==> config.mk <==
export PLATFORM = sky130hd
export DESIGN_NAME = secam_fm_demodulator
export DESIGN_NICKNAME = d
export VERILOG_FILES = /design/src/rtl/secam_fm_demodulator.sv
export SDC_FILE = /design/constraint.sdc
export NUM_CORES = 1
export LEC_CHECK = 0
export ABC_AREA = 1
export ABC_CLOCK_PERIOD_IN_PS = 6200
export BUFFER_PORTS_ARGS = -buffer_cell sky130_fd_sc_hd__buf_2
export CAP_MARGIN = 20
export CORE_UTILIZATION = 49
export DETAILED_ROUTE_END_ITERATION = 6
export HOLD_SLACK_MARGIN = 0.1
export PLACE_DENSITY = 0.69
export SETUP_SLACK_MARGIN = 0.4
export SLEW_MARGIN = 20
export SYNTH_ARGS = -nofsm -noshare
export SYNTH_HDL_FRONTEND = slang
export SYNTH_SLANG_ARGS = --single-unit
==> constraint.sdc <==
create_clock -name clk -period 6.2 [get_ports clk]
set_input_delay 0.62 -clock clk [delete_from_list [all_inputs] [get_ports clk]]
set_output_delay 0.62 -clock clk [all_outputs]
set_load 0.03 [all_outputs]
==> src/rtl/secam_fm_demodulator.sv <==
// SECAM chroma FM demodulator.
//
// Measures the duration of PERIODS carrier cycles by counting valid input
// samples between upward zero crossings (with hysteresis), then reports the
// deviation of that count from the nominal count of the current line's
// carrier (Db or Dr) as a saturated signed 8-bit value.
//
// Ports:
//   clk          system clock, rising edge
//   reset_n      synchronous active-low reset
//   in_valid     qualifies `in` for one cycle
//   in           signed, DC-free bandpassed chroma sample
//   line_start   single-cycle pulse at start of active line
//   line_is_dr   carrier type of the starting line (1 = Dr), used with line_start
//   out_valid    single-cycle strobe, out_dev/out_is_dr valid
//   out_dev      signed deviation = nominal - measured count, saturated
//   out_is_dr    carrier type that out_dev belongs to
//   carrier_lost sticky loss flag, cleared by the next out_valid
module secam_fm_demodulator #(
    parameter int unsigned PERIODS = 4,
    parameter int unsigned NOM_DB  = 40,
    parameter int unsigned NOM_DR  = 38,
    parameter int unsigned HYST    = 8,
    parameter int unsigned TIMEOUT = 255
) (
    input  logic              clk,
    input  logic              reset_n,
    input  logic              in_valid,
    input  logic signed [7:0] in,
    input  logic              line_start,
    input  logic              line_is_dr,
    output logic              out_valid,
    output logic [7:0]        out_dev,
    output logic              out_is_dr,
    output logic              carrier_lost
);

    typedef enum logic [1:0] {
        IDLE,
        ARM_NEG,
        MEAS_POS,
        MEAS_NEG
    } state_t;

    localparam int              HYST_I    = int'(HYST);
    localparam logic signed [7:0] HYST_POS = 8'(HYST_I);
    localparam logic signed [7:0] HYST_NEG = 8'(-HYST_I);
    localparam logic [3:0]      PERIODS_L = 4'(PERIODS);
    localparam logic [9:0]      NOM_DB_L  = 10'(NOM_DB);
    localparam logic [9:0]      NOM_DR_L  = 10'(NOM_DR);
    localparam logic [9:0]      TIMEOUT_L = 10'(TIMEOUT);

    state_t      state_q, state_d;
    logic [9:0]  sample_cnt_q, sample_cnt_d;
    logic [3:0]  period_cnt_q, period_cnt_d;
    logic        line_dr_q, line_dr_d;
    logic        out_valid_q, out_valid_d;
    logic [7:0]  out_dev_q, out_dev_d;
    logic        out_is_dr_q, out_is_dr_d;
    logic        carrier_lost_q, carrier_lost_d;

    logic              is_pos, is_neg;
    logic [9:0]        sample_inc;
    logic [3:0]        period_inc;
    logic [9:0]        nom;
    logic signed [10:0] dev;
    logic [7:0]        dev_sat;
    logic              open_win, close_win;

    assign is_pos     = (in >= HYST_POS);
    assign is_neg     = (in <= HYST_NEG);
    assign sample_inc = sample_cnt_q + 10'd1;
    assign period_inc = period_cnt_q + 4'd1;
    assign nom        = line_dr_q ? NOM_DR_L : NOM_DB_L;

    // Measured count includes the closing sample, hence sample_inc.
    always_comb begin
        dev = $signed({1'b0, nom}) - $signed({1'b0, sample_inc});
        if (dev > 11'sd127) begin
            dev_sat = 8'h7f;
        end else if (dev < -11'sd128) begin
            dev_sat = 8'h80;
        end else begin
            dev_sat = dev[7:0];
        end
    end

    always_comb begin
        state_d        = state_q;
        sample_cnt_d   = sample_cnt_q;
        period_cnt_d   = period_cnt_q;
        line_dr_d      = line_dr_q;
        out_valid_d    = 1'b0;
        out_dev_d      = out_dev_q;
        out_is_dr_d    = out_is_dr_q;
        carrier_lost_d = carrier_lost_q;
        open_win       = 1'b0;
        close_win      = 1'b0;

        if (line_start) begin
            // Coincident sample is dropped; partial window discarded.
            line_dr_d    = line_is_dr;
            sample_cnt_d = '0;
            period_cnt_d = '0;
            state_d      = IDLE;
        end else if (in_valid) begin
            sample_cnt_d = sample_inc;
            unique case (state_q)
                IDLE: begin
                    if (is_neg) state_d = ARM_NEG;
                end
                ARM_NEG: begin
                    if (is_pos) begin
                        open_win = 1'b1;
                        state_d  = MEAS_POS;
                    end
                end
                MEAS_POS: begin
                    if (is_neg) state_d = MEAS_NEG;
                end
                MEAS_NEG: begin
                    if (is_pos) begin
                        state_d = MEAS_POS;
                        if (period_inc == PERIODS_L) begin
                            close_win = 1'b1;
                        end else begin
                            period_cnt_d = period_inc;
                        end
                    end
                end
                default: state_d = IDLE;
            endcase

            // Close wins over timeout; the closing crossing opens the next window.
            if (open_win) begin
                sample_cnt_d = '0;
                period_cnt_d = '0;
            end else if (close_win) begin
                sample_cnt_d   = '0;
                period_cnt_d   = '0;
                out_valid_d    = 1'b1;
                out_dev_d      = dev_sat;
                out_is_dr_d    = line_dr_q;
                carrier_lost_d = 1'b0;
            end else if (sample_inc == TIMEOUT_L) begin
                carrier_lost_d = 1'b1;
                sample_cnt_d   = '0;
                period_cnt_d   = '0;
                state_d        = IDLE;
            end
        end
    end

    always_ff @(posedge clk) begin
        if (!reset_n) begin
            state_q        <= IDLE;
            sample_cnt_q   <= '0;
            period_cnt_q   <= '0;
            line_dr_q      <= 1'b0;
            out_valid_q    <= 1'b0;
            out_dev_q      <= '0;
            out_is_dr_q    <= 1'b0;
            carrier_lost_q <= 1'b0;
        end else begin
            state_q        <= state_d;
            sample_cnt_q   <= sample_cnt_d;
            period_cnt_q   <= period_cnt_d;
            line_dr_q      <= line_dr_d;
            out_valid_q    <= out_valid_d;
            out_dev_q      <= out_dev_d;
            out_is_dr_q    <= out_is_dr_d;
            carrier_lost_q <= carrier_lost_d;
        end
    end

    assign out_valid    = out_valid_q;
    assign out_dev      = out_dev_q;
    assign out_is_dr    = out_is_dr_q;
    assign carrier_lost = carrier_lost_q;

endmodule

==> qor_table.md, run 1 <==
| Stage | Item | Reported |
| --- | --- | --- |
| critical path | Crit path required time | 6.38 ns |
| clock network | Clock transition time at the flip-flop clock pins of the worst setup and hold paths | 0.10 ns |
| power | Switching share of power | 24.32% |
| clock network | Number of buffers inserted by hold repair at cts | 0 |
| power | Worst-case vdd ir drop | 0.00008373 V |
| run status | Outcome | finished, final reports clean |
| yosys | Syn avg cell area | 6.487 sq um |
| sta | RSZ-0062 raised after global routing | false |
| final layout | Number of diodes added for antenna fixing | 0 |
| critical path | Crit path DAT | 2.70 ns |
| critical path | Critical path's slowest cell | dfxtp_1 |
| sta | Slew at the pin closest to its max-slew limit | 0.5045 ns |
| clock network | Number of buffers inserted by post-CTS setup repair | 0 |
| critical path | Buffers and inverters on the worst path | 1 |
| final layout | Fill cells | 376 |
| clock network | CTS Buffer Depth | 2 |
| yosys | Number of distinct library cell variants in the gate-level netlist after synthesis | 30 |
| yosys | Cells after synthesis | 287 |
| global route | Wire length of the first global-routing pass | 6803 microns |
| power | Internal power component | 250.8 uW |
| yosys | Syn_nets | 309 |
| global route | Global-route usage over all layers | 20.30% |
| drt | Number of remaining DRC errors | 0 |
| power | Combinational share of power | 10.2% |
| yosys | Cell type contributing the most total cell area after synthesis | dfxtp_1 |
| final layout | Layout Area Growth over Synthesis | 11.90% |
| floorplanning | Die boundary width | 63.64 microns |
| sta | Hold Vio Cnt, Final | 0 |
| placed design | Global placement routability congestion | 0.8366 |
| sta | Ratio of final minimum period to clock period | 40.68% |
| critical path | Type of the worst setup path | flip-flop to flip-flop |
| global route | Initial antenna violation count | 0 |
| sta | Post-Route Setup TNS | 0 ns |
| floorplanning | Height of the chip | 63.64 microns |
| yosys | Synth top cells by count | 99 x nand2_1, 28 x dfxtp_1, 28 x inv_1 |
| yosys | Count of flip-flops with a built-in enable after synthesis | 0 |
| sta | Headroom to the max-slew limit | 66.20% |
| clock network | Clock buffer count from CTS | 3 |
| critical path | Most frequent cell on the critical path | nand2_1 |
| critical path | CP startpoint kind | flip-flop |
| power | Static leakage | 0.001018 uW |
| yosys | Sequential element share of the synthesized area | 30.11% |
| yosys | Most frequently used cell type in the post-synthesis netlist | nand2_1 |
| global route | Pin count of the biggest net entering global routing | 16 |
| global route | Via count of the first global-routing pass | 1,601 |
| drt | Mean routed wirelength per cell | 10.24 microns |
| placed design | HPWL Detailed | 2933 microns |
| drt | Drt initial violations | 89 |
| hold path | Class of the tightest hold or removal check | flip-flop to flip-flop |
| sta | Final setup violating endpoints | 0 |
| yosys | Share of flip-flops with an asynchronous set or reset | 0% |
| drt | Via density per instance | 4.822 |
| yosys | Total standard cell area after synthesis | 0.001862 sq mm |
| yosys | Leading post-synthesis cells by cell area | dfxtp_1 30%, nand2_1 20%, ha_1 6.0% |
| drt | Number of search-and-repair iterations in the first detailed-routing pass | 4 |
| floorplanning | Number of placement rows | 22 |
| job | Number of maximum-capacitance constraint violations | 0 |
| yosys | Flop and latch count out of synthesis | 28 |
| clock network | Clk_lat worst skew | 0.27 ns |
| final layout | Number of nets in the final layout | 335 |
| drt | Detailed-route via count | 1,736 |
| power | Clock network power share | 34.6% |
| power | Switching power of the nets | 80.58 uW |
| drt | DRT Wirelength | 3687 microns |
| yosys | Count of yosys warnings during synthesis | 0 |
| critical path | Maximum net fanout on the critical path | 9 |
| power | Sequential Power Share | 55.2% |
| critical path | CP Cell Sequence | inv_1 -> ha_1 -> ha_1 -> nand3_1 -> nand3_1 -> nand2_1 -> nand2_1 -> nand2_1 -> nand2_2 -> nand3_1 -> nand2_1 -> nand2_1 -> nand3_1 -> nand2_2 -> nand2_1 -> nand2_1 -> nand2_1 -> nand2_1 |
| clock network | Root buffer cell | clkbuf_8 |
| power | Areal power density over the cells | 159.1 mW/mm^2 |
| clock network | H-tree depth reported by CTS | 1 |
| yosys | Primary FF master, synth | dfxtp_1 |
| placed design | Port buffer count | 23 |
| critical path | Worst stage delay on the critical path | 0.49 ns |
| critical path | Gate family responsible for the most delay along the worst path | simple AND/OR/NAND/NOR gates |
| global route | Global route overflow | 0 |
| clock network | Clock sinks | 28 |
| floorplanning | Number of top-level design ports | 24 |
| sta | Clock Skews | 0.002148 ns |
| floorplanning | Area of the die | 0.004050 sq mm |
| final layout | Proportion of layout cells with a drive suffix above 1 | 18.91% |
| final layout | Final core area utilization | 56.90% |
| floorplanning | Starting Density | 50.85% |
| sta | Post-layout min period | 2.522 ns |
| yosys | Area share of the largest cell type after synthesis | 30.11% |
| critical path | Kind of end point of the critical path | flip-flop |
| clock network | CTS tree | built |
| sta | Highest clock rate | 0.3965 GHz |
| drt | Residual antenna-violating net count after detailed routing | 0 |
| sta | Max-slew violation count | 0 |
| floorplanning | CORE AREA | 0.003661 sq mm |
| clock network | Number of gates resized after cts | 0 |
## layout make-up
type	count	area, sq um	area share [%]
clock buffers	4	55.05	2.643
inverters	36	135.1	6.486
multi-input cells	221	1157	55.56
flip-flops and latches	28	560.5	26.91
well taps	48	60.06	2.883
repair buffers	23	115.1	5.526
## sequential cells by signal (all words and copies together), names as in the netlist
signal        cells
sample_cnt_q     10
state_q           2
out_is_dr         1
period_cnt_q      4
carrier_lost      1
out_dev           8
out_valid         1
line_dr_q         1
## layer usage
metal	part of all wire [%]	wire length, microns	GRT usage, %	vias to the layer above
li1	-	-	-	951
met1	53	1937	28.34	757
met2	44	1628	33.51	26
met3	3.0	110	2.536	2
met4	0.27	10	3.409	0
met5	0	0	0	-
## worst register-to-register path: cells and delay by family, from the launching register on
kind | cells | cell delay [ns]
buffers and inverters | 1 | 0.16
adder cells (fa/ha/maj) | 2 | 0.65
flip-flops | 1 | 0.49
AND/OR/NAND/NOR | 15 | 1.14
## power groups by stage
stage / Sequential (uW) / Combinational [uW] / Clock [uW]
3_5_place_dp: 187 / 34.0 / 0
3_3_place_gp: 187 / 34.2 / 0
5_1_grt: 183 / 39.9 / 124
6_report: 183 / 33.9 / 115
2_1_floorplan: 186 / 24.7 / 0
4_1_cts: 183 / 34.2 / 116
## cells by family (layout without fill, tap and decap cells)
kind of cell / count (synthesis) / in the layout / share of synthesized area, %
and+or+nand+nor: 175 / 175 / 43.48
buffers and inverters: 38 / 63 / 7.728
AOI/OAI and AO/OA: 29 / 29 / 8.468
DFF: 28 / 28 / 30.11
adders and majority gates: 9 / 9 / 6.048
xor gates and xnor gates: 8 / 8 / 4.167
## stage by stage
step | setup WS [ns] | total power, uW | instances | hold slack [ns] | instance area (sq um)
finish | 3.678 | 331.4 | 360 | 0.4524 | 2083
global placement | 3.721 | 221.2 | 356 | 0.4246 | 2028
detailed placement | 3.663 | 221.0 | 356 | 0.4314 | 2028
global route | 3.397 | 347.5 | 360 | 0.4772 | 2083
CTS | 3.636 | 333.2 | 360 | 0.4532 | 2083
floorplan | 4.019 | 210.7 | 287 | 0.4542 | 1862
## cells in the final DEF (no fill, tap or decap), types with 3 or more instances in the layout
master	instances
nand2_1	99
o21ai_0	6
nand3_1	19
nand2_2	11
clkinv_1	3
buf_2	23
xnor2_1	3
ha_1	9
inv_1	28
nand4_1	5
xor2_1	4
nor2_1	22
clkbuf_8	4
a21oi_1	17
nor2_2	7
inv_2	5
dfxtp_1	28
## path summary, 6_finish.rpt
| check | from | to | slack, ns | cells after the start |
|---|---|---|---|---|
| worst max-delay path | sample_cnt_q[0] | out_dev[0] | 3.68 | 18 |
| worst min-delay path | out_is_dr | out_is_dr | 0.45 | 2 |
| worst max register to register | sample_cnt_q[0] | out_dev[0] | 3.68 | 18 |
| worst min register to register | out_is_dr | out_is_dr | 0.45 | 2 |
(Power assumes the default switching activity.)
==> inputs of run 2 (changes only) <==
ABC_CLOCK_PERIOD_IN_PS = 2400   (was 6200)
clock period = 2.4 ns   (was 6.2 ns; I/O delays follow)
==> run 2 against run 1 <==
Highest routed layer unchanged. Cell count up 7.2%. Non-clock buffer count increased by 25. Wire length rose by 34%. Sequential cell count is the same. Critical path type unchanged. Global-route usage up 3.3 points. Utilization increased by 13 points. Power rose to 3.0 times the previous value. Sequential share of layout area is 4.5 points lower. Sequential power rose to 2.6 times the previous value. Design area grew 23%. Clock skew grew 0.0028 ns. Fmax grew 12%.
==> qor_table.md, run 2 (synthesis results as in run 1) <==
| Stage | Item | Reported | Change |
| --- | --- | --- | --- |
| run status | Outcome | finished, final reports clean |  |
| sta | Post-Route Setup TNS | 0 ns | unchanged |
| critical path | CP startpoint kind | flip-flop |  |
| floorplanning | Die boundary width | 63.64 microns | unchanged |
| critical path | Crit path required time | 2.58 ns | -3.80 ns |
| final layout | Proportion of layout cells with a drive suffix above 1 | 39.05% | +20 points |
| job | Number of maximum-capacitance constraint violations | 0 | unchanged |
| clock network | Clk_lat worst skew | 0.28 ns | about the same |
| final layout | Most common cell after layout, fill and taps aside | nand2_1 |  |
| final layout | Commonest cells after routing, fill and taps aside | 83 x nand2_1, 25 x inv_1, 24 x nand2_2, 24 x buf_4, 23 x buf_2 |  |
| final layout | Register name with the most flops | sample_cnt_q |  |
| sta | Slew at the pin closest to its max-slew limit | 0.4197 ns | -0.08478 ns |
| floorplanning | CORE AREA | 0.003661 sq mm | unchanged |
| global route | Met2 layer usage reported by global route | 40.43% | +6.9 points |
| critical path | Crit Reg-Reg Endpoint | out_dev[1] |  |
| clock network | CTS Buffer Depth | 2 | unchanged |
| clock network | Root buffer cell | clkbuf_8 |  |
| sta | Ratio of final minimum period to clock period | 93.59% | +53 points |
| drt | Number of search-and-repair iterations in the first detailed-routing pass | 4 | unchanged |
| global route | Met3 usage | 2.536% | unchanged |
| final layout | Number of diodes added for antenna fixing | 0 | unchanged |
| clock network | Clock sinks | 28 | unchanged |
| sta | Highest clock rate | 0.4452 GHz | +12% |
| sta | Clock Skews | 0.004972 ns | +0.002824 ns |
| drt | Drt initial violations | 113 | +27% |
| drt | Via density per instance | 5.060 | +4.9% |
| global route | Most used routing layer in global routing | met2 |  |
| clock network | Clock buffer count from CTS | 3 | unchanged |
| critical path | Buffers and inverters on the worst path | 0 | -1 |
| floorplanning | Starting Density | 50.85% | unchanged |
| clock network | Clock transition time at the flip-flop clock pins of the worst setup and hold paths | 0.10 ns | about the same |
| critical path | Critical path depth | 18 | unchanged |
| power | Static leakage | 0.001225 uW | +20% |
| global route | Wire length of the first global-routing pass | 7576 microns | +11% |
| critical path | Kind of end point of the critical path | flip-flop |  |
| power | Areal power density over the cells | 383.7 mW/mm^2 | +140% |
| placed design | HPWL Detailed | 3068 microns | +4.6% |
| sta | Post-layout min period | 2.246 ns | -0.2762 ns |
| floorplanning | Number of top-level design ports | 24 | unchanged |
| sta | Headroom to the max-slew limit | 71.99% | +5.8 points |
| floorplanning | Number of placement rows | 22 | unchanged |
| power | Total Power Consumption | 986.5 uW | +200% |
| placed design | Global placement routability congestion | 0.7808 | -6.7% |
| critical path | CP Cell Sequence | ha_4 -> xnor2_4 -> ha_4 -> nand3_2 -> nand3_2 -> nand2_2 -> nand2_2 -> nand2_2 -> nand2_4 -> nand3_2 -> nand2_1 -> nand2_1 -> nand3_2 -> nand2_4 -> nand2_2 -> nand2_1 -> nand2_1 -> nand2_1 |  |
| sta | Final setup violating endpoints | 0 | unchanged |
| clock network | CTS tree | built |  |
| critical path | Number of cell instances on the worst register-to-register path | 18 | unchanged |
| critical path | Type of the worst setup path | flip-flop to flip-flop |  |
| drt | Detailed-route via count | 1,953 | +13% |
| sta | RSZ-0062 raised after global routing | true |  |
| drt | Mean routed wirelength per cell | 12.84 microns | +25% |
| critical path | Critical path's slowest cell | dfxtp_4 |  |
| global route | Global-route usage over all layers | 23.59% | +3.3 points |
| critical path | Startpoint of the lowest-slack register-to-register path | sample_cnt_q[1] |  |
| critical path | Worst stage delay on the critical path | 0.39 ns | -0.10 ns |
| global route | Initial antenna violation count | 0 | unchanged |
| final layout | Layout Area Growth over Synthesis | 38.11% |  |
| clock network | H-tree depth reported by CTS | 1 | unchanged |
| power | Worst-case vdd ir drop | 0.0003215 V | +280% |
| drt | Residual antenna-violating net count after detailed routing | 0 | unchanged |
| final layout | Number of flip-flops under the largest register name | 10 | unchanged |
| sta | Hold Vio Cnt, Final | 0 | unchanged |
| hold path | End point of the worst hold path | line_dr_q |  |
| hold path | Class of the tightest hold or removal check | primary input to flip-flop |  |
| sta | Hold Worst Slack | 0.2057 ns | -0.2468 ns |
| global route | Pin count of the biggest net entering global routing | 17 | +1 |
| hold path | Instance count along the most critical hold path | 3 | +1 |
| final layout | Final core area utilization | 70.23% | +13 points |
| critical path | Flop2flop setup slack | 0.15 ns | -3.52 ns |
| global route | Global route overflow | 0 | unchanged |
| global route | Global Route met1 Usage | 30.53% | +2.2 points |
| hold path | Worst Hold Launch | line_is_dr |  |
| drt | DRT Wirelength | 4956 microns | +34% |
| critical path | Gate family responsible for the most delay along the worst path | simple AND/OR/NAND/NOR gates |  |
| sta | Max-slew violation count | 0 | unchanged |
| critical path | Crit path DAT | 2.43 ns | -0.27 ns |
| placed design | Port buffer count | 23 | unchanged |
| drt | Number of remaining DRC errors | 0 | unchanged |
| critical path | Maximum net fanout on the critical path | 7 | -2 |
| final layout | Number of nets in the final layout | 361 | +7.8% |
| floorplanning | Area of the die | 0.004050 sq mm | unchanged |
| critical path | Most frequent cell on the critical path | nand2_1 |  |
| floorplanning | Height of the chip | 63.64 microns | unchanged |
| global route | Via count of the first global-routing pass | 1,766 | +10% |
-- run 2: worst max path at each step --
stage | start | end | slack [ns]
2_1_floorplan | sample_cnt_q[1] | out_dev[3] | 0.35
3_5_place_dp | sample_cnt_q[0] | out_dev[3] | 0.16
6_report | sample_cnt_q[1] | out_dev[1] | 0.15
5_1_grt | sample_cnt_q[1] | out_dev[3] | 0.02
3_3_place_gp | sample_cnt_q[0] | out_dev[1] | 0.16
4_1_cts | sample_cnt_q[1] | out_dev[3] | 0.27
-- run 2: repair_timing --
item                       4_1_cts  5_1_grt
setup buffers                   12       10
gates cloned                     0        1
gates resized for setup         15       36
hold buffers                     0        0
pin swaps                       11       22
setup endpoints to repair       15       23
-- run 2: per-layer routing --
layer,wire [microns],share of wire [%]
met3,248,5.0
met5,0,0
met1,2242,45
met4,73,1.5
met2,2392,48
-- run 2: worst min-delay path, stage by stage --
cell and delay (ns):
buf_2 0.07, a21oi_1 0.05, nor2_1 0.09
-- run 2: layout make-up --
cell class / instances / area (sq um)
clock buffer: 3 / 41.29
tap: 48 / 60.06
sequential: 28 / 576.8
timing repair inverter: 1 / 7.507
fill: 264 / 1090
inverter: 36 / 141.4
multi-input combinational: 221 / 1408
timing repair buffer: 48 / 306.5
clock inverter: 1 / 30.03
-- run 2: per-stage QoR --
step	std cells	cell area [sq um]	setup WS, ns
4_1_cts	375	2394	0.2746
6_report	386	2571	0.1539
2_1_floorplan	287	1946	0.3482
3_3_place_gp	359	2128	0.1619
3_5_place_dp	359	2128	0.1615
5_1_grt	386	2571	0.01952
-- run 2: power breakdown --
part	switching [uW]	internal, uW
clock network	157	224
registers	6.30	465
logic	74.7	59.6
total	238	748
==> inputs of run 3 (changes only) <==
ABC_AREA = not set   (was 1)
BUFFER_PORTS_ARGS = not set   (was -buffer_cell sky130_fd_sc_hd__buf_2)
CTS_CLUSTER_DIAMETER = 200   (was not set)
DONT_BUFFER_PORTS = 1   (was not set)
PLACE_DENSITY = not set   (was 0.69)
==> run 3 against run 2 <==
Fmax decreased by 1.6%. Combinational power decreased by 12%. Worst hold slack got worse by 0.044 ns. Register-to-register slack got worse by 0.04 ns.
==> qor_table.md, run 3 <==
| Stage | Item | Reported | Change |
| --- | --- | --- | --- |
| hold path | Class of the tightest hold or removal check | primary input to flip-flop |  |
| placed design | Placed Instances | 272 | -24% |
| clock network | Clock transition time at the flip-flop clock pins of the worst setup and hold paths | 0.15 ns | +0.05 ns |
| final layout | Number of diodes added for antenna fixing | 0 | unchanged |
| final layout | Most common cell after layout, fill and taps aside | buf_4 |  |
| power | Static leakage | 0.0008778 uW | -28% |
| final layout | Sequential cell area | 580.6 sq um | +0.65% |
| sta | Setup ws final | 0.1184 ns | -0.03551 ns |
| critical path | CP startpoint kind | flip-flop |  |
| floorplanning | CORE AREA | 0.003416 sq mm | -6.7% |
| final layout | Layout Area Growth over Synthesis | 40.59% |  |
| yosys | Cell type contributing the most total cell area after synthesis | dfxtp_1 |  |
| hold path | Instance count along the most critical hold path | 3 | unchanged |
| critical path | Flop2flop setup slack | 0.12 ns | -0.04 ns |
| critical path | Crit Reg-Reg Endpoint | period_cnt_q[2] |  |
| global route | Wire length of the first global-routing pass | 8079 microns | +6.6% |
| sta | Post-layout min period | 2.282 ns | +0.03551 ns |
| yosys | Fraction of the mapped netlist area in compound gates | 25.40% | +17 points |
| power | Areal power density over the cells | 358.6 mW/mm^2 | -6.5% |
| clock network | Clk_lat worst skew | 0.34 ns | +0.06 ns |
| global route | Global route overflow | 0 | unchanged |
| sta | Ratio of final minimum period to clock period | 95.07% | +1.5 points |
| yosys | Number of distinct library cell variants in the gate-level netlist after synthesis | 55 | +83% |
| critical path | Crit path DAT | 2.53 ns | +0.10 ns |
| hold path | End point of the worst hold path | period_cnt_q[0] |  |
| yosys | Total standard cell area after synthesis | 0.001788 sq mm | -4.0% |
| drt | Mean routed wirelength per cell | 17.27 microns | +34% |
| yosys | Count of flip-flops with a built-in enable after synthesis | 0 | unchanged |
| sta | RSZ-0062 raised after global routing | true |  |
| power | Worst-case vdd ir drop | 0.0003352 V | +4.3% |
| sta | Slew at the pin closest to its max-slew limit | 0.5356 ns | +0.1160 ns |
| sta | Highest clock rate | 0.4383 GHz | -1.6% |
| global route | Initial antenna violation count | 0 | unchanged |
| sta | Clock Skews | 0.003970 ns | -0.001002 ns |
| drt | Detailed-route via count | 1,793 | -8.2% |
| global route | Via count of the first global-routing pass | 1,708 | -3.3% |
| critical path | Kind of end point of the critical path | flip-flop |  |
| yosys | Syn_nets | 242 | -22% |
| floorplanning | Area of the die | 0.003894 sq mm | -3.8% |
| critical path | Maximum net fanout on the critical path | 6 | -1 |
| critical path | Crit path required time | 2.65 ns | +0.07 ns |
| sta | Max-slew violation count | 0 | unchanged |
| placed design | HPWL Detailed | 3486 microns | +14% |
| clock network | Clock sinks | 28 | unchanged |
| final layout | Area of the multi-input gates | 0.001520 sq mm | +8.0% |
| critical path | Number of cell instances on the worst register-to-register path | 8 | -10 |
| sta | Post-Route Setup TNS | 0 ns | unchanged |
| yosys | Share of flip-flops with an asynchronous set or reset | 0% | unchanged |
| sta | Headroom to the max-slew limit | 64.13% | -7.9 points |
| clock network | Root buffer cell | clkbuf_4 |  |
| yosys | Sequential element share of the synthesized area | 31.35% | +1.2 points |
| clock network | H-tree depth reported by CTS | 1 | unchanged |
| yosys | Syn avg cell area | 8.127 sq um | +25% |
| yosys | Flop and latch count out of synthesis | 28 | unchanged |
| global route | Global-route usage over all layers | 26.20% | +2.6 points |
| drt | Number of search-and-repair iterations in the first detailed-routing pass | 5 | +1 |
| drt | Via density per instance | 6.119 | +21% |
| final layout | Number of flip-flops under the largest register name | 10 | unchanged |
| yosys | Cells after synthesis | 220 | -23% |
| critical path | Type of the worst setup path | flip-flop to flip-flop |  |
| floorplanning | Height of the chip | 62.41 microns | -1.9% |
| yosys | Synth Area in Adders | 6.298% | +0.25 points |
| final layout | Register name with the most flops | sample_cnt_q |  |
| placed design | Global placement routability congestion | 0.9660 | +24% |
| power | Total Power Consumption | 901.5 uW | -8.6% |
| floorplanning | Starting Density | 52.34% | +1.5 points |
| floorplanning | Number of placement rows | 21 | -4.5% |
| yosys | Most frequently used cell type in the post-synthesis netlist | dfxtp_1 |  |
| yosys | Xor-xnor portion of the synthesized cell area | 4.409% | +0.24 points |
| yosys | Synth top cells by count | 28 x dfxtp_1, 22 x nand2_1, 17 x nand3_1 |  |
| sta | Hold Vio Cnt, Final | 0 | unchanged |
| critical path | Startpoint of the lowest-slack register-to-register path | sample_cnt_q[1] |  |
| drt | DRT Wirelength | 5059 microns | +2.1% |
| placed design | Pre-CTS worst setup slack | 0.07634 ns | -0.08516 ns |
| yosys | Leading post-synthesis cells by cell area | dfxtp_1 31%, ha_1 6.3%, nand3_1 4.8% |  |
| yosys | Count of yosys warnings during synthesis | 0 | unchanged |
| final layout | Number of nets in the final layout | 270 | -25% |
| drt | Number of remaining DRC errors | 0 | unchanged |
| yosys | Area share of the largest cell type after synthesis | 31.35% | +1.2 points |
| final layout | Commonest cells after routing, fill and taps aside | 23 x buf_4, 20 x nand2_1, 20 x dfxtp_1, 14 x nor2_1, 11 x nand3_1 |  |
| drt | Residual antenna-violating net count after detailed routing | 0 | unchanged |
| clock network | CTS tree | built |  |
| final layout | Fill cells | 265 | +0.38% |
| yosys | Share of cell area taken by muxes after synthesis | 1.679% | +1.7 points |
| clock network | CTS Buffer Depth | 2 | unchanged |
| drt | Drt initial violations | 157 | +39% |
| yosys | Simple-Gate Fraction of Synth Area | 26.17% | -17 points |
| floorplanning | Number of top-level design ports | 24 | unchanged |
| floorplanning | Die boundary width | 62.41 microns | -1.9% |
| hold path | Worst Hold Launch | in[7] |  |
| clock network | Clock buffer count from CTS | 3 | unchanged |
| job | Number of maximum-capacitance constraint violations | 0 | unchanged |
| final layout | Proportion of layout cells with a drive suffix above 1 | 39.27% | +0.22 points |
| final layout | Final core area utilization | 73.59% | +3.4 points |
| final layout | Post-layout instance count excluding filler cells | 293 | -24% |
| global route | Pin count of the biggest net entering global routing | 17 | unchanged |
| sta | Final setup violating endpoints | 0 | unchanged |
| yosys | Combinational family with the most area after synthesis | simple AND/OR/NAND/NOR gates |  |
| placed design | Port buffer count | 0 | -100% |
| run status | Outcome | finished, final reports clean |  |
| yosys | Primary FF master, synth | dfxtp_1 |  |
[run 3: worst max path at each step]
| stage | start | endpoint | slack, ns | cells past startpoint |
|---|---|---|---|---|
| 2_1_floorplan | sample_cnt_q[1] | period_cnt_q[2] | 0.18 | 9 |
| 3_3_place_gp | sample_cnt_q[5] | carrier_lost | 0.18 | 6 |
| 3_5_place_dp | sample_cnt_q[2] | out_dev[1] | 0.08 | 11 |
| 4_1_cts | sample_cnt_q[0] | out_dev[0] | 0.17 | 11 |
| 5_1_grt | sample_cnt_q[1] | out_dev[1] | 0.04 | 11 |
| 6_report | sample_cnt_q[1] | period_cnt_q[2] | 0.12 | 8 |
[run 3: critical path: stages (launching register included)]
cell and delay, ns:
dfxtp_4 0.43, ha_4 0.19, inv_4 0.04, or3_4 0.33
a2111o_1 0.41, buf_6 0.15, o32a_4 0.34, and3_1 0.17
a21o_1 0.14
[run 3: report_power, final]
group	switching [uW]	internal (uW)
registers	6.39	464
logic	64.1	54.1
clock network	143	169
[run 3: layout make-up]
class | instances | area share, %
multi-input combinational | 174 | 60.48
sequential | 28 | 23.10
timing repair buffer | 32 | 10.60
tap | 46 | 2.290
inverter | 9 | 1.444
clock inverter | 1 | 1.195
clock buffer | 3 | 0.8960
[run 3: cell families (layout without fill, tap and decap cells)]
family          Yosys count  count (layout)
simple gates             86              86
compound gates           66              67
flops                    28              28
buf+inv                  19              45
fa+ha+maj                 9               9
xor+xnor                  9               9
mux                       3               3
[run 3: per-layer routing]
layer	vias to the layer above	routed length [microns]	part of all wire, %	GRT usage, %
met5	-	0	0	0
met4	0	109	2.2	9.593
met3	13	194	3.8	3.102
met2	56	2522	50	44.43
met1	849	2233	44	33.98
li1	875	-	-	-
[run 3: metrics by stage]
step	instance area (sq um)	hold slack, ns
floorplan	1899	0.3682
global placement	1998	0.3718
detailed placement	1998	0.3755
CTS	2311	0.1447
global route	2514	0.1537
finish	2514	0.1614
[run 3: what timing repair did]
item,4_1_cts,5_1_grt
setup buffers,7,3
setup endpoints to repair,22,27
hold buffers,5,1
pin swaps,13,12
hold endpoints to repair,14,1
gates resized for setup,33,31
gates cloned,1,0
